### src/rtl/oam_dma_controller.sv
// OAM DMA controller.
// A write to 0xFF46 starts a copy of XFER_LEN bytes from {hi,8'h00} into OAM.
// While idle the CPU owns the memory port (pure pass-through). While active
// the DMA engine owns it, and the CPU is limited to high RAM (0xFF80-0xFFFE).
//
// Handshake: there is no valid/ready pair here. dma_start_i is a one-cycle
// pulse that is always accepted (and restarts a running transfer), and
// dma_done_o is a one-cycle pulse that needs no acknowledge. mem_rdata_i is
// valid the cycle after an address is presented with mem_oe_o high.
//
// Each byte takes four cycles: read setup, read latch, write setup, write
// commit. State and byte index are exported on dbg_state_o / dbg_idx_o.
module oam_dma_controller #(
    parameter int          XFER_LEN = 160,
    parameter logic [15:0] OAM_BASE = 16'hFE00
) (
    input  logic        clk,
    input  logic        rst,
    input  logic        dma_start_i,
    input  logic [7:0]  dma_src_hi_i,
    input  logic [15:0] cpu_address_i,
    input  logic        cpu_oe_i,
    input  logic        cpu_we_i,
    input  logic [7:0]  mem_rdata_i,
    output logic [15:0] mem_address_o,
    output logic        mem_oe_o,
    output logic        mem_we_o,
    output logic [7:0]  mem_wdata_o,
    output logic        cpu_blocked_o,
    output logic        oam_lock_o,
    output logic        dma_active_o,
    output logic        dma_done_o,
    output logic [2:0]  dbg_state_o,
    output logic [7:0]  dbg_idx_o
);

    typedef enum logic [2:0] {
        S_IDLE      = 3'd0,
        S_RD_SETUP  = 3'd1,
        S_RD_LATCH  = 3'd2,
        S_WR_SETUP  = 3'd3,
        S_WR_COMMIT = 3'd4
    } state_t;

    localparam logic [7:0] LAST_IDX = 8'(XFER_LEN - 1);

    state_t      state_q, state_d;
    logic [7:0]  idx_q, idx_d;
    logic [15:0] src_q, src_d;
    logic [7:0]  byte_q, byte_d;
    logic        done_q, done_d;

    logic [15:0] start_src;
    logic        hram_access;
    logic        engine_busy;

    // Source base for a new transfer; pages 0xE0-0xFF are echo RAM and fold
    // down onto 0xC0-0xDF by clearing address bit 13.
    always_comb begin
        start_src = {dma_src_hi_i, 8'h00};
        if (dma_src_hi_i >= 8'hE0) begin
            start_src[13] = 1'b0;
        end
    end

    // State, byte index, source base, data holding register and done pulse.
    always_ff @(posedge clk or posedge rst) begin
        if (rst) begin
            state_q <= S_IDLE;
            idx_q   <= 8'h00;
            src_q   <= 16'h0000;
            byte_q  <= 8'h00;
            done_q  <= 1'b0;
        end else begin
            state_q <= state_d;
            idx_q   <= idx_d;
            src_q   <= src_d;
            byte_q  <= byte_d;
            done_q  <= done_d;
        end
    end

    // Next-state logic; a start pulse restarts from byte 0 in any state,
    // including the final commit (that cycle's write still goes out).
    always_comb begin
        state_d = state_q;
        idx_d   = idx_q;
        src_d   = src_q;
        byte_d  = byte_q;
        done_d  = 1'b0;
        if (dma_start_i) begin
            state_d = S_RD_SETUP;
            idx_d   = 8'h00;
            src_d   = start_src;
        end else begin
            case (state_q)
                S_IDLE: begin
                    state_d = S_IDLE;
                end
                S_RD_SETUP: begin
                    state_d = S_RD_LATCH;
                end
                S_RD_LATCH: begin
                    state_d = S_WR_SETUP;
                    byte_d  = mem_rdata_i;
                end
                S_WR_SETUP: begin
                    state_d = S_WR_COMMIT;
                end
                S_WR_COMMIT: begin
                    if (idx_q == LAST_IDX) begin
                        state_d = S_IDLE;
                        done_d  = 1'b1;
                    end else begin
                        state_d = S_RD_SETUP;
                        idx_d   = idx_q + 8'd1;
                    end
                end
                default: begin
                    state_d = S_IDLE;
                end
            endcase
        end
    end

    // Memory port mux: CPU pass-through when idle, DMA source/OAM otherwise.
    always_comb begin
        mem_address_o = cpu_address_i;
        mem_oe_o      = cpu_oe_i;
        mem_we_o      = cpu_we_i;
        mem_wdata_o   = 8'h00;
        engine_busy   = 1'b0;
        case (state_q)
            S_RD_SETUP, S_RD_LATCH: begin
                mem_address_o = src_q + {8'h00, idx_q};
                mem_oe_o      = 1'b1;
                mem_we_o      = 1'b0;
                engine_busy   = 1'b1;
            end
            S_WR_SETUP: begin
                mem_address_o = OAM_BASE + {8'h00, idx_q};
                mem_oe_o      = 1'b0;
                mem_we_o      = 1'b0;
                mem_wdata_o   = byte_q;
                engine_busy   = 1'b1;
            end
            S_WR_COMMIT: begin
                mem_address_o = OAM_BASE + {8'h00, idx_q};
                mem_oe_o      = 1'b0;
                mem_we_o      = 1'b1;
                mem_wdata_o   = byte_q;
                engine_busy   = 1'b1;
            end
            default: begin
                engine_busy = 1'b0;
            end
        endcase
    end

    // CPU restriction: only high RAM is exempt from blocking while active.
    always_comb begin
        hram_access   = (cpu_address_i >= 16'hFF80) && (cpu_address_i <= 16'hFFFE);
        cpu_blocked_o = engine_busy && (cpu_oe_i || cpu_we_i) && !hram_access;
    end

    assign dma_active_o = engine_busy;
    assign oam_lock_o   = engine_busy;
    assign dma_done_o   = done_q;
    assign dbg_state_o  = state_q;
    assign dbg_idx_o    = idx_q;

endmodule

### config.mk
export PLATFORM = sky130hd
export DESIGN_NAME = oam_dma_controller
export DESIGN_NICKNAME = d
export VERILOG_FILES = /design/src/rtl/oam_dma_controller.sv
export SDC_FILE = /design/constraint.sdc
export NUM_CORES = 1
export LEC_CHECK = 0
export BUFFER_PORTS_ARGS = -buffer_cell sky130_fd_sc_hd__buf_2
export CORE_MARGIN = 5
export CORE_UTILIZATION = 43
export DETAILED_ROUTE_END_ITERATION = 8
export HOLD_SLACK_MARGIN = 0.02
export PLACE_DENSITY = 0.77
export SLEW_MARGIN = 5
export SYNTH_ARGS = -nofsm -noshare
export SYNTH_HDL_FRONTEND = slang
export SYNTH_SLANG_ARGS = --single-unit
### constraint.sdc
create_clock -name clk -period 1.6 [get_ports clk]
set_input_delay 0 -clock clk [delete_from_list [all_inputs] [get_ports clk]]
set_output_delay 0 -clock clk [all_outputs]
set_load 0.05 [all_outputs]
==> run metrics, run 1 <==
final period utilization=114.5%; most area-consuming cells after synthesis=sky130_fd_sc_hd__dfrtp_1 39%, sky130_fd_sc_hd__mux2_2 20%, sky130_fd_sc_hd__o22ai_1 5.3%; final RePlAce weighted congestion=~0.78; clock net sink count=28; number of global-route vias before repair=around 2.1k; kind of launch point of the worst setup path=flop; highest fanout seen on the critical path=5; clock latency reported for the late side of the worst-skew pair=slightly below 0.3 ns; Core Area=~4000 um2; total routing usage reported by global routing=25.59%; cell with the biggest individual delay on the critical path=sky130_fd_sc_hd__dfrtp_2; worst-case reg-to-reg path depth=4; Static Leak=about 0.0015 uW; number of max-slew violations in the final report=0; critical register-to-register path startpoint=dbg_state_o[0]; critical path data arrival time=between 1.5 and 2 ns; post-place instance area=2525 um2; Area Overhead vs Synth=96.62%; number of distinct library cells after synthesis=44; path type of the worst setup path=reg -> out; clk slew on worst S/H paths=0.12 ns; Hold Path End=byte_q[3]; max_slew headroom=74.48%; setup slack of the most critical reg-to-reg path=-0.17 ns; power density normalized to cell area=about 1700 nW/um2; final routed DRC violation total=0; count of buffers inserted at the top-level ports=between 70 and 80; most repeated cell in the gate-level netlist after synthesis=sky130_fd_sc_hd__mux2_2; initial antenna violation count=0; Final setup viols=43; horizontal die dimension=74.30 um; routed wire length=7807 um; part of the Yosys area used for sequential elements=roughly two fifths; antenna cells=0; via count=2054; Worst path max stage delay=0.45 ns; total chip power=a little under 6000 uW; worst hold path class=in -> reg; proportion of netlist area held by the largest area contributor=between 30% and 40%; top cells by instance count after synthesis=31 x sky130_fd_sc_hd__mux2_2, 28 x sky130_fd_sc_hd__dfrtp_1, 15 x sky130_fd_sc_hd__o22ai_1; Critical Path, Cell by Cell=buf_8, nor2_4, xnor2_4, buf_12, mux2_4, buf_8; outcome=complete, but fails checks; clock tree skew after final layout=0.01553 ns; ratio of cells with drive above 1 in the final layout=71.57%; first-pass GRT wire length=roughly 11000 um; unrepaired setup endpoints after global routing=yes; number of flops mapped to enable cells by yosys=0; H-tree depth reported by CTS=1; cells after synthesis=175; Top-Level Pins=about 80; estimated wirelength of the detail-placed design=3950 um; setup_tns=-5.703 ns; most numerous cell on the critical path=sky130_fd_sc_hd__buf_8; maximum number of pins on one net before global-route repair=29; minimum setup slack in the final design=-0.2313 ns; synthesized flop and latch total=28; most used flip-flop cell after synthesis=sky130_fd_sc_hd__dfrtp_1; Iteration-0 DRC Markers=157; maximum number of buffers from clock root to sink=2; row count=23; vias per std cell=5.885; antenna violation net count after detailed routing=0; total standard cell area after synthesis=about 1800 um2; final cell area excluding filler cells=between 3000 and 4000 um2; Fmax=0.5461 GHz; transition at the pin with the smallest max-transition slack=0.3828 ns; Hold Fails Final Rpt=0; CTS Buf Count=3; total iterations of the first detailed-routing run=4; violations in the final reports=setup timing; capture instance of the worst register-to-register path=dbg_idx_o[5]; cell type with the largest total area after synthesis=sky130_fd_sc_hd__dfrtp_1; Routed WL per cell=22.37 um; Congestion Overflow GR=0; number of cells traversed by the worst hold path=4; clock period minus final worst setup slack=1.831 ns; number of synthesis warnings=0; initial core utilization=between 40% and 50%; Worst Setup SP=dbg_state_o[0]; required time at the worst-slack endpoint=1.60 ns; maximum ir drop on the vdd rail=0.001059 V; Total Die Area=5520 um2; height of the chip=74.30 um; clock tree from TritonCTS=built; clock root buffer master=sky130_fd_sc_hd__clkbuf_8; count of maximum capacitance violations=0; async set-or-reset flop fraction in the synthesized netlist=100.0%; fin nets=338; critical path endpoint category=output pin; startpoint of the most critical hold path=dma_start_i; Avg Synthesized Cell Area=~10 um2; post-synth net total=roughly 210
flip-flops by register name, indices dropped and copies added, names as in the netlist:
signal       flops
byte_q           8
dbg_idx_o        8
src_q            8
dbg_state_o      3
dma_done_o       1
power by group:
group          switching (uW)  leakage (uW)  internal, uW  total (uW)
clock                     266     0.0000357           336         602
combinational            2280       0.00116          1920        4200
sequential                127      0.000346           858         985
kinds of logic after synthesis:
| kind of cell | share of synthesized area, % |
|---|---|
| muxes | 21.46 |
| xor gates and xnor gates | 1.408 |
| adders and majority gates | 1.267 |
| buffers and inverters | 4.082 |
| AOI/OAI and AO/OA | 13.79 |
| DFF | 39.41 |
| and+or+nand+nor | 18.58 |
worst max-delay path by stage:
stage	endpoint	cells after the start	slack, ns
CTS	mem_address_o[6]	6	-0.19
floorplan	byte_q[1]	4	-0.16
finish	mem_address_o[6]	6	-0.23
global placement	dbg_idx_o[0]	4	-0.03
detailed placement	dbg_idx_o[0]	4	-0.05
global route	mem_address_o[6]	6	-0.28
repair_timing:
action	4_1_cts	5_1_grt
endpoints found under the setup margin	32	46
gates resized for setup	98	43
buffers inserted	12	5
endpoints found under the hold margin	44	0
gates cloned	1	0
hold buffers	17	0
pin swaps	11	21
layout make-up:
type                    instances  area (um2)
multi-input cells             130        1461
repair buffers                131        1166
flip-flops and latches         28       708.2
fillers                       169       504.2
well taps                      50       62.56
clock buffers                   3       41.29
clock inverters                 1       30.03
inverters                       6       26.28
critical path: cells and delay by family, from the launching register on:
family,cells,cell delay [ns]
xor gates and xnor gates,1,0.18
DFF,1,0.45
buffers and inverters,3,0.45
muxes,1,0.31
and+or+nand+nor,1,0.15
layout by cell type, fill, tap and decap left out, types with 8 or more instances in the layout:
| cell | instances |
|---|---|
| sky130_fd_sc_hd__buf_2 | 48 |
| sky130_fd_sc_hd__buf_4 | 24 |
| sky130_fd_sc_hd__dfrtp_1 | 22 |
| sky130_fd_sc_hd__buf_6 | 22 |
| sky130_fd_sc_hd__mux2_2 | 18 |
| sky130_fd_sc_hd__dlygate4sd3_1 | 17 |
| sky130_fd_sc_hd__mux2_4 | 15 |
| sky130_fd_sc_hd__buf_8 | 11 |
| sky130_fd_sc_hd__o22ai_2 | 8 |
| sky130_fd_sc_hd__and2_4 | 8 |
metal layers:
| layer | track usage (%) | up-vias | share of wire (%) |
|---|---|---|---|
| li1 | - | 894 | - |
| met1 | 29.68 | 1016 | 37 |
| met2 | 47.83 | 110 | 51 |
| met3 | 4.730 | 34 | 8.0 |
| met4 | 7.312 | 0 | 4.3 |
| met5 | 0 | - | 0 |
stage by stage:
stage	instances	util, %	hold WS [ns]	setup slack, ns
6_report	349	87.39	0.2209	-0.2313
5_1_grt	349	87.39	0.2183	-0.2761
4_1_cts	345	81.17	0.2300	-0.1927
3_5_place_dp	312	63.12	0.09104	-0.04954
3_3_place_gp	312	63.12	0.08650	-0.02635
2_1_floorplan	175	-	0.06499	-0.1641
(Power assumes the default switching activity.)
==> run 2, diff against run 1 <==
--- a/config.mk
+++ b/config.mk
@@ -7,10 +7,9 @@
 export LEC_CHECK = 0
 export BUFFER_PORTS_ARGS = -buffer_cell sky130_fd_sc_hd__buf_2
 export CORE_MARGIN = 5
-export CORE_UTILIZATION = 43
+export CORE_UTILIZATION = 25
 export DETAILED_ROUTE_END_ITERATION = 8
 export HOLD_SLACK_MARGIN = 0.02
-export PLACE_DENSITY = 0.77
 export SLEW_MARGIN = 5
 export SYNTH_ARGS = -nofsm -noshare
 export SYNTH_HDL_FRONTEND = slang
==> constraint.sdc (replaced) <==
create_clock -name clk -period 1.6 [get_ports clk]
set_input_delay 0.08 -clock clk [delete_from_list [all_inputs] [get_ports clk]]
set_output_delay 0.08 -clock clk [all_outputs]
set_load 0.05 [all_outputs]
==> run metrics, run 2 (same netlist as run 1, synthesis figures left out) <==
antenna violation net count after detailed routing=0 (unchanged); clock root buffer master=sky130_fd_sc_hd__clkbuf_8 (unchanged); critical path data arrival time=1.77 ns (was 1.83 ns); Final setup viols=43 (unchanged); count of maximum capacitance violations=0 (unchanged); Critical Path, Cell by Cell=buf_6, nor2_4, xnor2_4, buf_12, mux2_4, buf_6 (was buf_8, nor2_4, xnor2_4, buf_12, mux2_4, buf_8); row count=30 (was 23); final period utilization=115.4% (was 114.5%); post-place instance area=2671 um2 (was 2525 um2); transition at the pin with the smallest max-transition slack=0.3861 ns (was 0.3828 ns); combinational share of power=73.6% (was 72.6%); Congestion Overflow GR=0 (unchanged); maximum number of buffers from clock root to sink=2 (unchanged); max_slew headroom=74.26% (was 74.48%); Worst path max stage delay=0.43 ns (was 0.45 ns); Core Area=6869 um2 (was 4000 um2); Static Leak=0.001584 uW (was 0.001540 uW); kind of launch point of the worst setup path=flop (unchanged); filler instances=607 (was 169); total iterations of the first detailed-routing run=4 (unchanged); highest fanout seen on the critical path=10 (was 5); total routing usage reported by global routing=13.68% (was 25.59%); worst hold path class=in -> reg (unchanged); critical path endpoint category=output pin (unchanged); via count=1835 (was 2054); number of cells traversed by the worst hold path=2 (was 4); most common cell after layout, fill and taps aside=sky130_fd_sc_hd__buf_2 (unchanged); Routed WL per cell=16.01 um (was 22.37 um); outcome=complete, but fails checks (unchanged); number of global-route vias before repair=1979 (was 2094); power density normalized to cell area=1648 nW/um2 (was 1655 nW/um2); routed wire length=6277 um (was 7807 um); critical register-to-register path startpoint=dbg_state_o[1] (was dbg_state_o[0]); first-pass GRT wire length=9742 um (was 10790 um); worst-case reg-to-reg path depth=5 (was 4); gate family responsible for the most delay along the worst path=buffers and inverters (unchanged); cell with the biggest individual delay on the critical path=sky130_fd_sc_hd__dfrtp_2 (unchanged); Total Die Area=8898 um2 (was 5520 um2); vias per std cell=4.681 (was 5.885); final RePlAce weighted congestion=0.8018 (was 0.7805); highest-count cells in the layout ignoring fill and taps=48 x sky130_fd_sc_hd__buf_2, 30 x sky130_fd_sc_hd__buf_6, 28 x sky130_fd_sc_hd__buf_4, 26 x sky130_fd_sc_hd__mux2_4, 22 x sky130_fd_sc_hd__dfrtp_1 (was 48 x sky130_fd_sc_hd__buf_2, 24 x sky130_fd_sc_hd__buf_4, 22 x sky130_fd_sc_hd__dfrtp_1, 22 x sky130_fd_sc_hd__buf_6, 18 x sky130_fd_sc_hd__mux2_2); FF/Latch Area=708.2 um2 (unchanged); Area Overhead vs Synth=101.3% (was 96.62%); final routed DRC violation total=0 (unchanged); Fmax=0.5418 GHz (was 0.5461 GHz); H-tree depth reported by CTS=1 (unchanged); clock group share of total power=9.6% (was 10.4%); clock net sink count=28 (unchanged); startpoint of the most critical hold path=dma_src_hi_i[3] (was dma_start_i); area of combinational cells with multiple inputs=1513 um2 (was 1461 um2); cell-internal power=3263 uW (was 3112 uW); ratio of cells with drive above 1 in the final layout=75.00% (was 71.57%); Top-Level Pins=78 (unchanged); switching power total=2633 uW (was 2673 uW); clock tree from TritonCTS=built (unchanged); estimated wirelength of the detail-placed design=4280 um (was 3950 um); fin nets=335 (was 338); capture instance of the worst register-to-register path=dbg_idx_o[5] (unchanged); Flop pwr share=16.7% (was 17.0%); clk slew on worst S/H paths=0.10 ns (was 0.12 ns); setup slack of the most critical reg-to-reg path=-0.20 ns (was -0.17 ns); clock period minus final worst setup slack=1.846 ns (was 1.831 ns); count of buffers inserted at the top-level ports=77 (unchanged); Iteration-0 DRC Markers=43 (was 157); worst path buffer plus inverter count=3 (unchanged); required time at the worst-slack endpoint=1.52 ns (was 1.60 ns); violations in the final reports=setup timing (unchanged); number of max-slew violations in the final report=0 (unchanged); unrepaired setup endpoints after global routing=yes (unchanged); horizontal die dimension=94.33 um (was 74.30 um); CTS Buf Count=3 (unchanged); minimum setup slack in the final design=-0.2456 ns (was -0.2313 ns); Hold Fails Final Rpt=0 (unchanged); final cell area excluding filler cells=3578 um2 (was 3496 um2); initial core utilization=25.88% (was 44.45%); most numerous cell on the critical path=sky130_fd_sc_hd__buf_6 (was sky130_fd_sc_hd__buf_8); path type of the worst setup path=reg -> out (unchanged); clock latency reported for the late side of the worst-skew pair=0.28 ns (was 0.29 ns); Hold Slack=0.02718 ns (was 0.2209 ns); Hold Path End=src_q[11] (was byte_q[3]); antenna cells=0 (unchanged); height of the chip=94.33 um (was 74.30 um); initial antenna violation count=0 (unchanged); maximum ir drop on the vdd rail=0.0009099 V (was 0.001059 V); maximum number of pins on one net before global-route repair=29 (unchanged); switching part of the total power=44.66% (was 46.21%); clock tree skew after final layout=0.004014 ns (was 0.01553 ns)
run 2: cell types whose count changed in the layout (fill, tap and decap cells not counted), sizes merged:
cell,delta
buf,+11
dlygate4sd3,-13
clkbuf,-1
clkinvlp,-1
inv,+1
run 2: power groups by stage:
stage	Sequential [uW]	Combinational, uW	Clock [uW]
after floorplan	1040	2250	0
after global placement	953	2950	0
after detailed placement	962	2970	0
after CTS	964	3750	595
after global routing	1010	4530	610
final	988	4340	567
run 2: worst max-delay path by stage:
stage | from | to | slack, ns | cells past startpoint
6_report | dbg_state_o[1] | mem_address_o[3] | -0.25 | 6
5_1_grt | dbg_state_o[1] | mem_address_o[3] | -0.29 | 6
4_1_cts | dbg_state_o[1] | mem_address_o[7] | -0.26 | 6
3_5_place_dp | dbg_state_o[0] | mem_wdata_o[2] | -0.12 | 4
3_3_place_gp | dbg_state_o[0] | mem_wdata_o[4] | -0.04 | 4
2_1_floorplan | dbg_state_o[0] | mem_address_o[0] | -0.22 | 3
run 2: per-layer routing:
metal | share of wire, % | global-route usage [%] | up-vias
li1 | - | - | 893
met1 | 43 | 17.13 | 895
met2 | 52 | 24.88 | 45
met3 | 4.4 | 2.948 | 2
met4 | 0.45 | 1.324 | 0
met5 | 0 | 0 | -
run 2: cell type report:
cell class	instances	share of cell area (%)
Sequential cell	28	19.79
Tap cell	96	3.357
Clock inverter	1	0.8392
Multi-Input combinational cell	130	42.27
Clock buffer	3	1.154
Inverter	6	0.6294
Timing Repair Buffer	128	31.96
run 2: per-stage QoR:
step | cells | setup slack [ns] | utilization, % | TNS [ns] | power, uW
after floorplan | 175 | -0.2163 | - | -4.155 | 3289
after global placement | 364 | -0.04077 | 38.89 | -0.3989 | 3903
after detailed placement | 364 | -0.1153 | 38.89 | -1.185 | 3935
after CTS | 384 | -0.2552 | 46.90 | -5.884 | 5306
after global routing | 392 | -0.2891 | 52.09 | -7.798 | 6146
final | 392 | -0.2456 | 52.09 | -5.611 | 5897
run 2: worst register-to-register path: cells and delay by family, from the launching register on:
family	cells	cell delay [ns]
and+or+nand+nor	2	0.66
DFF	1	0.43
muxes	1	0.32
buffers and inverters	2	0.28
run 2: timing repair:
item | 4_1_cts | 5_1_grt
resized for setup | 94 | 65
gates cloned | 0 | 1
pin swaps | 14 | 23
hold buffers | 4 | 0
setup buffers | 13 | 8
hold endpoints to repair | 31 | 0
setup endpoints to repair | 33 | 40
